<file path="config.mk">
export PLATFORM = sky130hd
export DESIGN_NAME = fetch_hazard_ctrl
export DESIGN_NICKNAME = d
export VERILOG_FILES = /design/src/rtl/fetch_hazard_ctrl.sv
export SDC_FILE = /design/constraint.sdc
export NUM_CORES = 1
export LEC_CHECK = 0
export ABC_CLOCK_PERIOD_IN_PS = 2750
export CAP_MARGIN = 20
export CORE_MARGIN = 5
export CORE_UTILIZATION = 45
export CTS_BUF_LIST = sky130_fd_sc_hd__clkbuf_16
export DETAILED_ROUTE_END_ITERATION = 6
export GPL_TIMING_DRIVEN = 0
export MAX_ROUTING_LAYER = met4
export PLACE_DENSITY = 0.8
export REMOVE_ABC_BUFFERS = 1
export SETUP_SLACK_MARGIN = 0.15
export SLEW_MARGIN = 40
export SYNTH_ARGS = -nofsm -noshare
export SYNTH_HDL_FRONTEND = slang
export SYNTH_SLANG_ARGS = --single-unit
</file>
<file path="constraint.sdc">
create_clock -name clk -period 2.75 [get_ports clk]
set_input_delay 0.275 -clock clk [delete_from_list [all_inputs] [get_ports clk]]
set_output_delay 0.275 -clock clk [all_outputs]
set_load 0.01 [all_outputs]
</file>
<file path="src/rtl/fetch_hazard_ctrl.sv">
// Fetch-stage hazard controller: scoreboard-based RAW/WAW stall with a single
// registered issue slot, flush, backpressure hold and a saturating stall counter.
module fetch_hazard_ctrl (
    input  logic        clk,
    input  logic        rst_n,
    input  logic        inst_valid_in,
    output logic        inst_ready_out,
    input  logic [4:0]  opcode_in,
    input  logic [3:0]  s1_in,
    input  logic [3:0]  s2_in,
    input  logic [3:0]  dest_in,
    input  logic [31:0] ime_data_in,
    output logic        issue_valid,
    input  logic        issue_ready,
    output logic [4:0]  opcode_out,
    output logic [3:0]  s1_out,
    output logic [3:0]  s2_out,
    output logic [3:0]  dest_out,
    output logic [31:0] ime_data_out,
    input  logic        wb_valid,
    input  logic [3:0]  wb_dest,
    input  logic        flush,
    output logic [15:0] busy_map,
    output logic [15:0] stall_cnt
);

    localparam logic [1:0] ST_RUN   = 2'd0;
    localparam logic [1:0] ST_HOLD  = 2'd1;
    localparam logic [1:0] ST_STALL = 2'd2;

    function automatic logic f_reads_s2(input logic [4:0] op);
        case (op)
            5'd2, 5'd3, 5'd4, 5'd5, 5'd24, 5'd26, 5'd28, 5'd30: f_reads_s2 = 1'b1;
            default:                                            f_reads_s2 = 1'b0;
        endcase
    endfunction

    function automatic logic f_reads_s1(input logic [4:0] op);
        f_reads_s1 = (op == 5'd1) || (op >= 5'd6 && op <= 5'd11) ||
                     (op == 5'd27) || f_reads_s2(op);
    endfunction

    function automatic logic f_writes(input logic [4:0] op);
        f_writes = (op >= 5'd1) && (op <= 5'd11);
    endfunction

    logic        r_issue_valid;
    logic [4:0]  r_opcode;
    logic [3:0]  r_s1;
    logic [3:0]  r_s2;
    logic [3:0]  r_dest;
    logic [31:0] r_imm;
    logic [15:0] r_busy;
    logic [15:0] r_stall_cnt;
    logic [1:0]  r_state;

    logic        w_rd_s1;
    logic        w_rd_s2;
    logic        w_wr;
    logic        w_hazard;
    logic        w_ready;
    logic        w_accept;
    logic        w_issue_valid_nxt;
    logic [15:0] w_busy_nxt;
    logic [1:0]  w_state_nxt;

    // NOTE: every signal gets a default at the top of always_comb so no path leaves it unassigned (no latch).
    always_comb begin
        w_rd_s1  = f_reads_s1(opcode_in);
        w_rd_s2  = f_reads_s2(opcode_in);
        w_wr     = f_writes(opcode_in);
        w_hazard = inst_valid_in &
                   ((w_rd_s1 & r_busy[s1_in]) |
                    (w_rd_s2 & r_busy[s2_in]) |
                    (w_wr    & r_busy[dest_in]));
        w_ready  = ~w_hazard & ~flush & (~r_issue_valid | issue_ready);
        w_accept = inst_valid_in & w_ready;

        w_issue_valid_nxt = r_issue_valid;
        if (flush)            w_issue_valid_nxt = 1'b0;
        else if (w_accept)    w_issue_valid_nxt = 1'b1;
        else if (issue_ready) w_issue_valid_nxt = 1'b0;

        // The set is applied after the clear so a same-register collision leaves the bit set.
        w_busy_nxt = r_busy;
        if (wb_valid)          w_busy_nxt[wb_dest] = 1'b0;
        if (w_accept && w_wr)  w_busy_nxt[dest_in] = 1'b1;

        w_state_nxt = ST_RUN;
        if (flush)                                  w_state_nxt = ST_RUN;
        else if (inst_valid_in && w_hazard)         w_state_nxt = ST_STALL;
        else if (w_issue_valid_nxt && !issue_ready) w_state_nxt = ST_HOLD;
    end

    // NOTE: sequential state uses non-blocking assignments so all registers update from pre-edge values.
    always_ff @(posedge clk or negedge rst_n) begin
        if (!rst_n) begin
            r_issue_valid <= 1'b0;
            r_opcode      <= '0;
            r_s1          <= '0;
            r_s2          <= '0;
            r_dest        <= '0;
            r_imm         <= '0;
            r_busy        <= '0;
            r_stall_cnt   <= '0;
            r_state       <= ST_RUN;
        end else begin
            r_issue_valid <= w_issue_valid_nxt;
            r_busy        <= w_busy_nxt;
            r_state       <= w_state_nxt;
            if (w_accept) begin
                r_opcode <= opcode_in;
                r_s1     <= w_rd_s1 ? s1_in : 4'd0;
                r_s2     <= w_rd_s2 ? s2_in : 4'd0;
                r_dest   <= dest_in;
                r_imm    <= ime_data_in;
            end
            if (r_state == ST_STALL && r_stall_cnt != 16'hFFFF)
                r_stall_cnt <= r_stall_cnt + 16'd1;
        end
    end

    assign inst_ready_out = w_ready;
    assign issue_valid    = r_issue_valid;
    assign opcode_out     = r_opcode;
    assign s1_out         = r_s1;
    assign s2_out         = r_s2;
    assign dest_out       = r_dest;
    assign ime_data_out   = r_imm;
    assign busy_map       = r_busy;
    assign stall_cnt      = r_stall_cnt;

endmodule

</file>
==> impl_results.md, run 1 <==
* Post-synthesis simple-gate area fraction at between 10% and 20%
* Total Die Area at about 11000 sq um
* Slew margin rel. at between 50 and 60%
* Reg2reg path depth at 8
* Worst-case clock buffer depth at 2
* Worst slack after detailed placement at -0.8748 ns
* Starting Density at a little under half
* Clk Latency, worst-skew pair at 0.33 ns
* Sum of net half-perimeters after detailed placement at 8394 um
* Dominant cell type by count on the critical path: sky130_fd_sc_hd__buf_4
* Total negative setup slack at 0 ns
* Final design utilization at between 60% and 70%
* Number of clock sinks at 84
* Fmax at ~390 MHz
* Source of the worst register-to-register timing path: busy_map[5]$_DFF_PN0_
* CP endpoint kind: flip-flop
* Count of antenna-violating nets left after detailed routing at 0
* Yosys reg bits at between 80 and 90
* R2R setup slack at roughly 0.15 ns
* CP Cell Sequence: mux4_2 > nor2b_1 > a211oi_2 > buf_4 > o2111a_2 > buf_4 > clkbuf_16 > mux2_2
* Biggest area contributors in the synthesized netlist: sky130_fd_sc_hd__dfrtp_1, sky130_fd_sc_hd__mux2_2, sky130_fd_sc_hd__o21ai_0
* Synth unique cells at 48
* Worst Skew at approximately 0.0086 ns
* Met2 Use GR at about 33%
* Largest net degree at the start of global routing at 56
* Mux cell area share after synthesis at a little under a fifth
* Site Rows at 34
* Predominant post-synthesis flop cell: sky130_fd_sc_hd__dfrtp_1
* Adder-cell share of the synthesized area at ~1.2%
* Register clock-pin slew on the reported worst setup and hold paths at about 0.06 ns
* Die width at 105.2 um
* Post-DR wirelength/cell at about 19 um
* Congestion Overflow GR at 0
* Category of the most critical setup path: flip-flop to flip-flop
* Standby leakage power at between 2 and 2.5 nW
* Power density of the placed cells at roughly 650 nW/um^2
* Tot GR Track Use at a little over a fifth
* Die height at about 110 um
* Synth Area in XOR/XNOR at 3.221%
* Hold Violations, Final at 0
* Post-route DRC violation count at 0
* Number of global-route vias before repair at about 3500
* Core ar. at 8763 sq um
* Class of the tightest hold or removal check: input pin to flip-flop
* Met1 Track Usage GR at about 27%
* H-tree depth at 3
* Crit-path max cell delay at 0.49 ns
* Final-stage net count at between 500 and 600
* CP Data Arrival Time at 2.81 ns
* Number of buffers added on ports at around 140
* Area grow syn2layout at 49.45%
* Most crowded layer after global routing: met2
* Critical Path Fanout Max at 12
* TritonCTS clock tree: yes
* Worst Slack Setup Final at ~0.15 ns
* End of the worst register-to-register path: ime_data_out[19]$_DFFE_PN0P_
* Cell count after synthesis at between 300 and 400
* Most frequent cells in the layout: sky130_fd_sc_hd__clkdlybuf4s50_1, sky130_fd_sc_hd__dfrtp_1, sky130_fd_sc_hd__mux2_2, sky130_fd_sc_hd__o21ai_0, sky130_fd_sc_hd__nand3_1
* Slew Viols, Final at 0
* Per-cell via count in the routed design at approximately 5.6
* Share of the synthesized area in the top cell type at between 50% and 60%
* Max rail drop VDD at between 0.4 and 0.5 mV
* RD Place Congestion at between 0.9 and 1
* Post-synthesis compound-gate area fraction at ~9.7%
* Number of iterations in the first detailed-routing pass at 5
* Root Buffer: sky130_fd_sc_hd__clkbuf_16
* Post-synth top area cell: sky130_fd_sc_hd__dfrtp_1
* Crit path required time at 2.97 ns
* Outcome: complete, no violations
* Endpoint of the most critical setup path: ime_data_out[19]$_DFFE_PN0P_
* Max cap viols at 0
* First element of the critical path: busy_map[5]$_DFF_PN0_
* Syn Std Cell Area at a little over 4000 sq um
* Combinational family with the most area after synthesis: multiplexers
* Overall power at roughly 4.0 mW
* RSZ-0062 raised after global routing: yes
* Actual transition at the worst max-transition pin at approximately 0.67 ns
* Number of enable-type register cells in the synthesized netlist at 0
* Initial antenna violation count at 0
* Async set-or-reset flop fraction in the synthesized netlist at 100.0%
* Element type at the critical path start: flip-flop
* Routed wire length at around 12000 um
* Final number of setup-violating endpoints at 0
* Synth Warn # at 0
* Commonest non-fill, non-tap cell in the layout: sky130_fd_sc_hd__clkdlybuf4s50_1
* Global-route wire length before repair at 18400 um
* Number of top-level pins at 142
* Total number of vias at between 3000 and 4000
* Clock period minus final worst setup slack at 2.595 ns
* Global routing usage on met3 at under 10%
* Period utilisation layout at between 90% and 100%
* Syn_area_per_cell at between 10 and 15 sq um
* Number of diodes at 0
* Cell type of the slowest stage on the worst timing path: sky130_fd_sc_hd__mux4_2
* Detailed Route Iter0 Violations at 161
* Number of buffers added by the clock tree synthesis step at 9
* Part of the Yosys area used for sequential elements at between 50% and 60%
* Layout cells sized above 1 at 19.76%
stage by stage:
step	instance area [sq um]	hold slack, ns	cells
after detailed placement	5635	0.1740	584
after global routing	6096	0.3739	614
after global placement	5548	0.4860	581
final	6096	0.3629	614
after CTS	5959	0.3541	605
after floorplan	4001	-0.02059	332
routing by layer:
layer  wire, um  vias up
li1           -     1607
met1       4956     1661
met2       5601      163
met3        866       19
met4        194        0
met5          0        -
critical path: cells and delay by family, from the launching register on:
kind                   cells  cell delay (ns)
muxes                      2             0.82
buffers and inverters      3             0.49
and+or+nand+nor            1             0.15
DFF                        1             0.43
AOI/OAI and AO/OA          2             0.56
repair_timing:
item,in CTS,in global routing
gates resized for setup,22,7
pin swaps,4,2
endpoints found under the setup margin,57,15
endpoints found under the hold margin,29,0
cloned,1,2
hold buffers,1,0
buffers inserted,3,7
power by group:
group          leakage (nW)  total [mW]  switching (mW)  internal [mW]
Combinational          1.31        1.20           0.476          0.725
Sequential             1.06        1.63           0.164           1.46
Clock                 0.126        1.12           0.509          0.615
cells in the mapped netlist (all sizes together) (2+ instances only):
cell / number
a22oi: 2
nand4: 14
mux2: 42
nor2b: 12
clkbuf: 5
o22ai: 9
nor3b: 2
o211ai: 2
a31oi: 2
nand2b: 6
ha: 4
xnor2: 11
nand3: 27
xor2: 4
o41ai: 2
a211oi: 2
o21ai: 34
buf: 9
nand3b: 4
mux4: 7
dfrtp: 84
and3: 2
mux2i: 10
inv: 10
nand2: 13
or3: 2
nor2: 10
cell families after synthesis:
| logic type | Yosys count |
|---|---|
| mux | 59 |
| buf+inv | 24 |
| flops | 84 |
| compound gates | 62 |
| xor+xnor | 15 |
| simple gates | 98 |
| fa+ha+maj | 4 |
sequential cells by signal, indices dropped and copies added, names as in the netlist, 2 cells and up:
name          count
ime_data_out     32
busy_map         16
stall_cnt        16
opcode_out        5
dest_out          4
s1_out            4
s2_out            4
r_state           2
area by class of cell:
cell class,count,area (sq um)
Multi-Input combinational cell,239,1908
Clock inverter,7,51.30
Tap cell,108,135.1
Inverter,10,37.54
Fill cell,642,2668
Sequential cell,84,2106
Clock buffer,9,225.2
Timing Repair Buffer,157,1633
worst min-delay path by stage:
stage / endpoint / from / cells past startpoint / slack, ns
final: opcode_out[2]$_DFFE_PN0P_ / opcode_in[2] / 2 / 0.36
after global routing: opcode_out[2]$_DFFE_PN0P_ / opcode_in[2] / 2 / 0.37
after CTS: opcode_out[2]$_DFFE_PN0P_ / opcode_in[2] / 2 / 0.35
after detailed placement: stall_cnt[11]$_DFFE_PN0P_ / rst_n / 1 / 0.17
after global placement: stall_cnt[14]$_DFFE_PN0P_ / stall_cnt[14]$_DFFE_PN0P_ / 1 / 0.49
after floorplan: busy_map[0]$_DFF_PN0_ / rst_n / 0 / -0.02
Note: power is estimated with default switching activity, not from simulation.
==> run 2: changes to the inputs <==
--- a/config.mk
+++ b/config.mk
@@ -7,6 +7,7 @@
 export LEC_CHECK = 0
 export ABC_CLOCK_PERIOD_IN_PS = 2750
 export CAP_MARGIN = 20
+export CORE_ASPECT_RATIO = 2
 export CORE_MARGIN = 5
 export CORE_UTILIZATION = 45
 export CTS_BUF_LIST = sky130_fd_sc_hd__clkbuf_16
==> run 2 against run 1 <==
  * Wire length rose by 6.4%
  * Hold slack worse by 0.062 ns
  * First-iteration DRC count rose by 17%
  * Register-to-register slack improved by 0.08 ns
  * Die area grew 1.0%
  * Cell count up 1.1%
  * Critical path depth shrank 1
  * Final area rose by 0.78%
  * Via count rose by 2.5%
  * Power rose by 0.85%
  * Count of clock-buffer cells in the layout unchanged
  * Flip-flop and latch count did not move
  * Critical path type is now flip-flop to output pin
  * Highest routed layer unchanged
==> impl_results.md, run 2 (same netlist as run 1, synthesis figures left out) <==
* Crit-path max cell delay at 0.49 ns (about the same)
* Overall power at 3.985 mW (+0.85%)
* Post-route DRC violation count at 0 (unchanged)
* Number of diodes at 0 (unchanged)
* Final design utilization at 68.63% (-0.93 points)
* Most frequent cells in the layout: sky130_fd_sc_hd__clkdlybuf4s50_1, sky130_fd_sc_hd__dfrtp_1, sky130_fd_sc_hd__mux2_2, sky130_fd_sc_hd__o21ai_0, sky130_fd_sc_hd__nand3_1
* Actual transition at the worst max-transition pin at 0.6947 ns (+0.02528 ns)
* Largest net degree at the start of global routing at 44 (-21%)
* Slew Viols, Final at 0 (unchanged)
* Root Buffer: sky130_fd_sc_hd__clkbuf_16
* H-tree depth at 3 (unchanged)
* CP endpoint kind: output pin
* Total buffers and inverters traversed by the critical path at 2 (-1)
* Hold endpoint: opcode_out[1]$_DFFE_PN0P_
* Final instance count without filler cells at 621 (+1.1%)
* Post-DR wirelength/cell at 19.91 um (+5.2%)
* Crit path required time at 2.48 ns (-0.49 ns)
* Site Rows at 49 (+44%)
* Commonest non-fill, non-tap cell in the layout: sky130_fd_sc_hd__clkdlybuf4s50_1
* Reg2reg path depth at 9 (+1)
* CP Data Arrival Time at 2.30 ns (-0.51 ns)
* Area grow syn2layout at 50.61%
* Count of antenna-violating nets left after detailed routing at 0 (unchanged)
* Worst Skew at 0.006697 ns (-0.001893 ns)
* Worst-case clock buffer depth at 2 (unchanged)
* Final Instance Area at 6143 sq um (+0.78%)
* Post-placement cell count at 578 (-1.0%)
* Startpoint of the lowest-slack hold path: opcode_in[1]
* Starting Density at 45.57% (-0.98 points)
* Number of top-level pins at 142 (unchanged)
* Per-cell via count in the routed design at 5.694 (+1.3%)
* Sum of net half-perimeters after detailed placement at 8860 um (+5.5%)
* Register clock-pin slew on the reported worst setup and hold paths at 0.06 ns (about the same)
* Initial antenna violation count at 0 (unchanged)
* Standby leakage power at 2.541 nW (+1.8%)
* Clk Latency, worst-skew pair at 0.34 ns (about the same)
* CP Cell Sequence: mux4_2 > nor2b_1 > a211oi_2 > buf_4 > o211ai_4 > a211oi_2 > buf_2
* Total number of vias at 3536 (+2.5%)
* Cell family contributing the most delay on the critical path: compound AO/OA/AOI/OAI gates
* Final-stage net count at 577 (+2.3%)
* Layout cells sized above 1 at 22.74% (+3.0 points)
* Number of iterations in the first detailed-routing pass at 7 (+2)
* RSZ-0062 raised after global routing: no
* Count of fill cells added during filler insertion at 673 (+4.8%)
* Element type at the critical path start: flip-flop
* Number of clock sinks at 84 (unchanged)
* Dominant cell type by count on the critical path: sky130_fd_sc_hd__a211oi_2
* R2R setup slack at 0.23 ns (+0.08 ns)
* Outcome: complete, no violations
* Number of buffers added by the clock tree synthesis step at 9 (unchanged)
* Congestion Overflow GR at 0 (unchanged)
* Tot GR Track Use at 21.79% (+0.68 points)
* Critical Path Fanout Max at 4 (-8)
* Clock period minus final worst setup slack at 2.574 ns (-0.02109 ns)
* RD Place Congestion at 0.8758 (-3.3%)
* Die width at 77.32 um (-27%)
* Routed wire length at 12360 um (+6.4%)
* Category of the most critical setup path: flip-flop to output pin
* Class of the tightest hold or removal check: input pin to flip-flop
* Cell Area, Placed at 5633 sq um (about the same)
* Final number of setup-violating endpoints at 0 (unchanged)
* Hold path depth at 2 (unchanged)
* Max cap viols at 0 (unchanged)
* Slew margin rel. at 53.55% (-1.7 points)
* Source of the worst register-to-register timing path: busy_map[2]$_DFF_PN0_
* Cell type of the slowest stage on the worst timing path: sky130_fd_sc_hd__mux4_2
* Period utilisation layout at 93.60% (-0.77 points)
* Total Die Area at 11180 sq um (+1.0%)
* Max rail drop VDD at 0.3977 mV (-7.2%)
* Number of buffers added on ports at 141 (unchanged)
* TritonCTS clock tree: yes
* Number of global-route vias before repair at 3588 (+2.4%)
* Hold Violations, Final at 0 (unchanged)
* Power density of the placed cells at 648.6 nW/um^2 (about the same)
* Largest register FFs at 32 (unchanged)
* Core ar. at 8951 sq um (+2.1%)
* Global-route wire length before repair at 18510 um (+0.60%)
* Die height at 144.6 um (+37%)
* Fmax at 388.5 MHz (+0.82%)
* Detailed Route Iter0 Violations at 189 (+17%)
* End of the worst register-to-register path: ime_data_out[13]$_DFFE_PN0P_
## run 2: worst max-delay path by stage
stage                            from                           end  depth (start not counted)
6_report        busy_map[5]$_DFF_PN0_                inst_ready_out                          7
5_1_grt         busy_map[5]$_DFF_PN0_                inst_ready_out                          7
4_1_cts        busy_map[10]$_DFF_PN0_                inst_ready_out                          7
3_5_place_dp               dest_in[1]                inst_ready_out                          7
3_3_place_gp                    rst_n  ime_data_out[19]$_DFFE_PN0P_                          1
2_1_floorplan   busy_map[5]$_DFF_PN0_       dest_out[0]$_DFFE_PN0P_                          5
## run 2: what timing repair did
action                     in CTS  in global routing
gates resized for setup        22                 12
hold buffers                    1                  0
hold endpoints to repair       41                  0
gates cloned                    1                  2
pin swaps                       4                  4
setup buffers                   3                 20
setup endpoints to repair      63                 20
## run 2: worst register-to-register path, cell delays in order, from the launching register on
cell,delay (ns)
sky130_fd_sc_hd__dfrtp_1,0.45
sky130_fd_sc_hd__mux4_2,0.47
sky130_fd_sc_hd__a2bb2oi_1,0.14
sky130_fd_sc_hd__nand3_1,0.09
sky130_fd_sc_hd__o211a_1,0.23
sky130_fd_sc_hd__buf_4,0.13
sky130_fd_sc_hd__o2111a_2,0.23
sky130_fd_sc_hd__clkbuf_16,0.17
sky130_fd_sc_hd__clkbuf_16,0.16
sky130_fd_sc_hd__mux2_2,0.33
## run 2: layout make-up
class                      instances  area (sq um)  share of cell area, %
multi-input combinational        239          1901                  30.94
tap                              102         127.6                  2.077
clock buffer                       9         225.2                  3.666
sequential                        84          2112                  34.38
inverter                          10         37.54                 0.6110
clock inverter                     7         51.30                 0.8350
timing repair buffer             170          1689                  27.49
## run 2: routing by layer
metal / global-route usage (%) / wire length, um / vias up
met5: - / 0 / -
met1: 23.16 / 4288 / 1741
met2: 37.33 / 7155 / 147
met4: 11.87 / 295 / 0
met3: 4.738 / 624 / 22
li1: - / - / 1626
## run 2: stage by stage
step	setup TNS (ns)	setup WS [ns]	hold WS, ns
floorplan	0	0.1689	-0.02059
global placement	-174.31	-1.479	0.4791
detailed placement	-36.71	-0.8782	0.2224
CTS	0	0.07403	0.3536
global route	0	0.1104	0.3135
finish	0	0.1760	0.3012
## run 2: power breakdown
part / switching, mW / internal, mW
Combinational: 0.488 / 0.737
Sequential: 0.169 / 1.46
Clock: 0.510 / 0.616
==> run 3: changes to the inputs <==
--- a/config.mk
+++ b/config.mk
@@ -17,7 +17,7 @@
 export PLACE_DENSITY = 0.8
 export REMOVE_ABC_BUFFERS = 1
 export SETUP_SLACK_MARGIN = 0.15
-export SLEW_MARGIN = 40
+export SLEW_MARGIN = 10
 export SYNTH_ARGS = -nofsm -noshare
 export SYNTH_HDL_FRONTEND = slang
 export SYNTH_SLANG_ARGS = --single-unit
==> run 3 against run 2 <==
  * Sequential share of layout area up 0.87 points
  * Clock power about the same
  * Non-clock buffer count down 24
  * Combinational power is essentially flat
  * Global-route usage rose by 0.74 points
  * Clock skew down 0.0014 ns
  * Via count down 2.0%
  * Setup slack lost 0.12 ns
  * Die area is the same
  * Final area is 2.6% lower
  * Count of clock-buffer cells in the layout is the same
  * Largest power group unchanged
  * Highest routed layer unchanged
==> impl_results.md, run 3 (same netlist as run 1, synthesis figures left out) <==
* Outcome: complete, no violations
* Area grow syn2layout at 46.63%
* Clk Latency, worst-skew pair at 0.34 ns (about the same)
* Period utilisation layout at 98.09% (+4.5 points)
* Hold Violations, Final at 0 (unchanged)
* Per-cell via count in the routed design at 5.794 (+1.8%)
* Largest net degree at the start of global routing at 44 (unchanged)
* Global-route wire length before repair at 18990 um (+2.6%)
* Crit-path max cell delay at 0.61 ns (+0.12 ns)
* Fmax at 370.7 MHz (-4.6%)
* Cell type of the slowest stage on the worst timing path: sky130_fd_sc_hd__o2111a_2
* Clock period minus final worst setup slack at 2.697 ns (+0.1234 ns)
* Number of cells on the critical path at 6 (-1)
* CP Cell Sequence: mux4_2 > nor2b_1 > a211oi_4 > buf_4 > o2111a_2 > mux2_2
* Sum of net half-perimeters after detailed placement at 8659 um (-2.3%)
* Total buffers and inverters traversed by the critical path at 1 (-1)
* Total number of vias at 3465 (-2.0%)
* Total Die Area at 11180 sq um (unchanged)
* Standby leakage power at 2.488 nW (-2.1%)
* Final number of setup-violating endpoints at 0 (unchanged)
* Element type at the critical path start: flip-flop
* Worst-case clock buffer depth at 2 (unchanged)
* Core ar. at 8951 sq um (unchanged)
* Die height at 144.6 um (unchanged)
* Number of diodes at 0 (unchanged)
* Routed wire length at 12010 um (-2.8%)
* Die width at 77.32 um (unchanged)
* Layout cells sized above 1 at 18.35% (-4.4 points)
* Largest register FFs at 32 (unchanged)
* Slew Viols, Final at 0 (unchanged)
* Hold path depth at 2 (unchanged)
* Cell family contributing the most delay on the critical path: multiplexers
* Number of global-route vias before repair at 3659 (+2.0%)
* Reg2reg path depth at 6 (-3)
* Most frequent cells in the layout: sky130_fd_sc_hd__clkdlybuf4s50_1, sky130_fd_sc_hd__dfrtp_1, sky130_fd_sc_hd__o21ai_0, sky130_fd_sc_hd__nand3_1, sky130_fd_sc_hd__mux2_2
* Total negative setup slack at 0 ns (unchanged)
* Initial antenna violation count at 0 (unchanged)
* Slew margin rel. at 32.02% (-22 points)
* Starting Density at 45.57% (unchanged)
* Commonest non-fill, non-tap cell in the layout: sky130_fd_sc_hd__clkdlybuf4s50_1
* Count of antenna-violating nets left after detailed routing at 0 (unchanged)
* CP endpoint kind: flip-flop
* Final Instance Area at 5981 sq um (-2.6%)
* Post-DR wirelength/cell at 20.09 um (+0.91%)
* Final-stage net count at 554 (-4.0%)
* Site Rows at 49 (unchanged)
* TritonCTS clock tree: yes
* Category of the most critical setup path: flip-flop to flip-flop
* Register clock-pin slew on the reported worst setup and hold paths at 0.07 ns (about the same)
* Number of clock sinks at 84 (unchanged)
* H-tree depth at 3 (unchanged)
* Number of iterations in the first detailed-routing pass at 4 (-3)
* Class of the tightest hold or removal check: input pin to flip-flop
* Actual transition at the worst max-transition pin at 1.007 ns (+0.3118 ns)
* Root Buffer: sky130_fd_sc_hd__clkbuf_16
* Count of fill cells added during filler insertion at 689 (+2.4%)
* CP Data Arrival Time at 2.92 ns (+0.62 ns)
* Cell Area, Placed at 5558 sq um (-1.3%)
* Tot GR Track Use at 22.53% (+0.74 points)
* Congestion Overflow GR at 0 (unchanged)
* Post-route DRC violation count at 0 (unchanged)
* Max cap viols at 0 (unchanged)
* Worst Skew at 0.005251 ns (-0.001446 ns)
* Max rail drop VDD at 0.4317 mV (+8.6%)
* Number of top-level pins at 142 (unchanged)
* RD Place Congestion at 0.8758 (unchanged)
* Detailed Route Iter0 Violations at 212 (+12%)
* Crit path required time at 2.97 ns (+0.49 ns)
* Power density of the placed cells at 664.5 nW/um^2 (+2.5%)
* Worst hold slack at 0.2674 ns (-0.03388 ns)
* Number of buffers added by the clock tree synthesis step at 9 (unchanged)
* RSZ-0062 raised after global routing: yes
* Critical Path Fanout Max at 25 (+21)
* Number of buffers added on ports at 141 (unchanged)
==> run 3: path summary, 6_finish.rpt <==
path	slack (ns)	endpoint	startpoint
setup reg to reg	0.05	opcode_out[1]$_DFFE_PN0P_	busy_map[5]$_DFF_PN0_
min in group asynchronous	0.48	busy_map[4]$_DFF_PN0_	rst_n
max in group asynchronous	1.65	ime_data_out[8]$_DFFE_PN0P_	rst_n
hold reg to reg	0.49	stall_cnt[13]$_DFFE_PN0P_	stall_cnt[13]$_DFFE_PN0P_
setup / recovery	0.05	opcode_out[1]$_DFFE_PN0P_	busy_map[5]$_DFF_PN0_
hold / removal	0.27	opcode_out[2]$_DFFE_PN0P_	opcode_in[2]
==> run 3: timing repair <==
| item | CTS | global route |
|---|---|---|
| endpoints found under the setup margin | 69 | 42 |
| setup buffers | 2 | 1 |
| hold buffers | 1 | 0 |
| pin swaps | 3 | 1 |
| endpoints found under the hold margin | 41 | 0 |
| cloned | 2 | 0 |
| resized for setup | 23 | 28 |
==> run 3: worst register-to-register path, stage by stage, from the launching register on <==
cell	delay (ns)
sky130_fd_sc_hd__dfrtp_2	0.44
sky130_fd_sc_hd__mux4_2	0.48
sky130_fd_sc_hd__nor2b_1	0.17
sky130_fd_sc_hd__a211oi_4	0.27
sky130_fd_sc_hd__buf_4	0.18
sky130_fd_sc_hd__o2111a_2	0.61
sky130_fd_sc_hd__mux2_2	0.42
==> run 3: final cells by class <==
class / count / area (sq um) / share of cell area [%]
Clock buffer: 9 / 225.2 / 3.766
Multi-Input combinational cell: 240 / 1982 / 33.14
Inverter: 10 / 37.54 / 0.6276
Tap cell: 102 / 127.6 / 2.134
Clock inverter: 7 / 51.30 / 0.8577
Timing Repair Buffer: 146 / 1449 / 24.23
Sequential cell: 84 / 2108 / 35.25
==> run 3: through the flow <==
step,instances,utilization (%),setup WS [ns],power (mW)
after CTS,597,66.07,0.02294,3.964
after detailed placement,576,62.09,-1.050,2.803
after global placement,575,61.90,-1.479,2.762
after global routing,598,66.82,-0.04615,4.149
final,598,66.82,0.05262,3.974
after floorplan,332,-,0.1689,2.075
==> run 3: metal layers <==
metal	routed length, um	up-vias	track usage [%]
li1	-	1578	-
met1	4325	1696	24.21
met2	6580	143	37.20
met3	510	48	4.489
met4	597	0	15.13
met5	0	-	-
==> run 3: power by group <==
| group | switching [mW] | leakage [nW] | total [mW] | internal, mW |
|---|---|---|---|---|
| clock network | 0.511 | 0.132 | 1.13 | 0.616 |
| registers | 0.174 | 1.06 | 1.64 | 1.46 |
| logic | 0.482 | 1.30 | 1.21 | 0.728 |
| total | 1.17 | 2.49 | 3.97 | 2.81 |
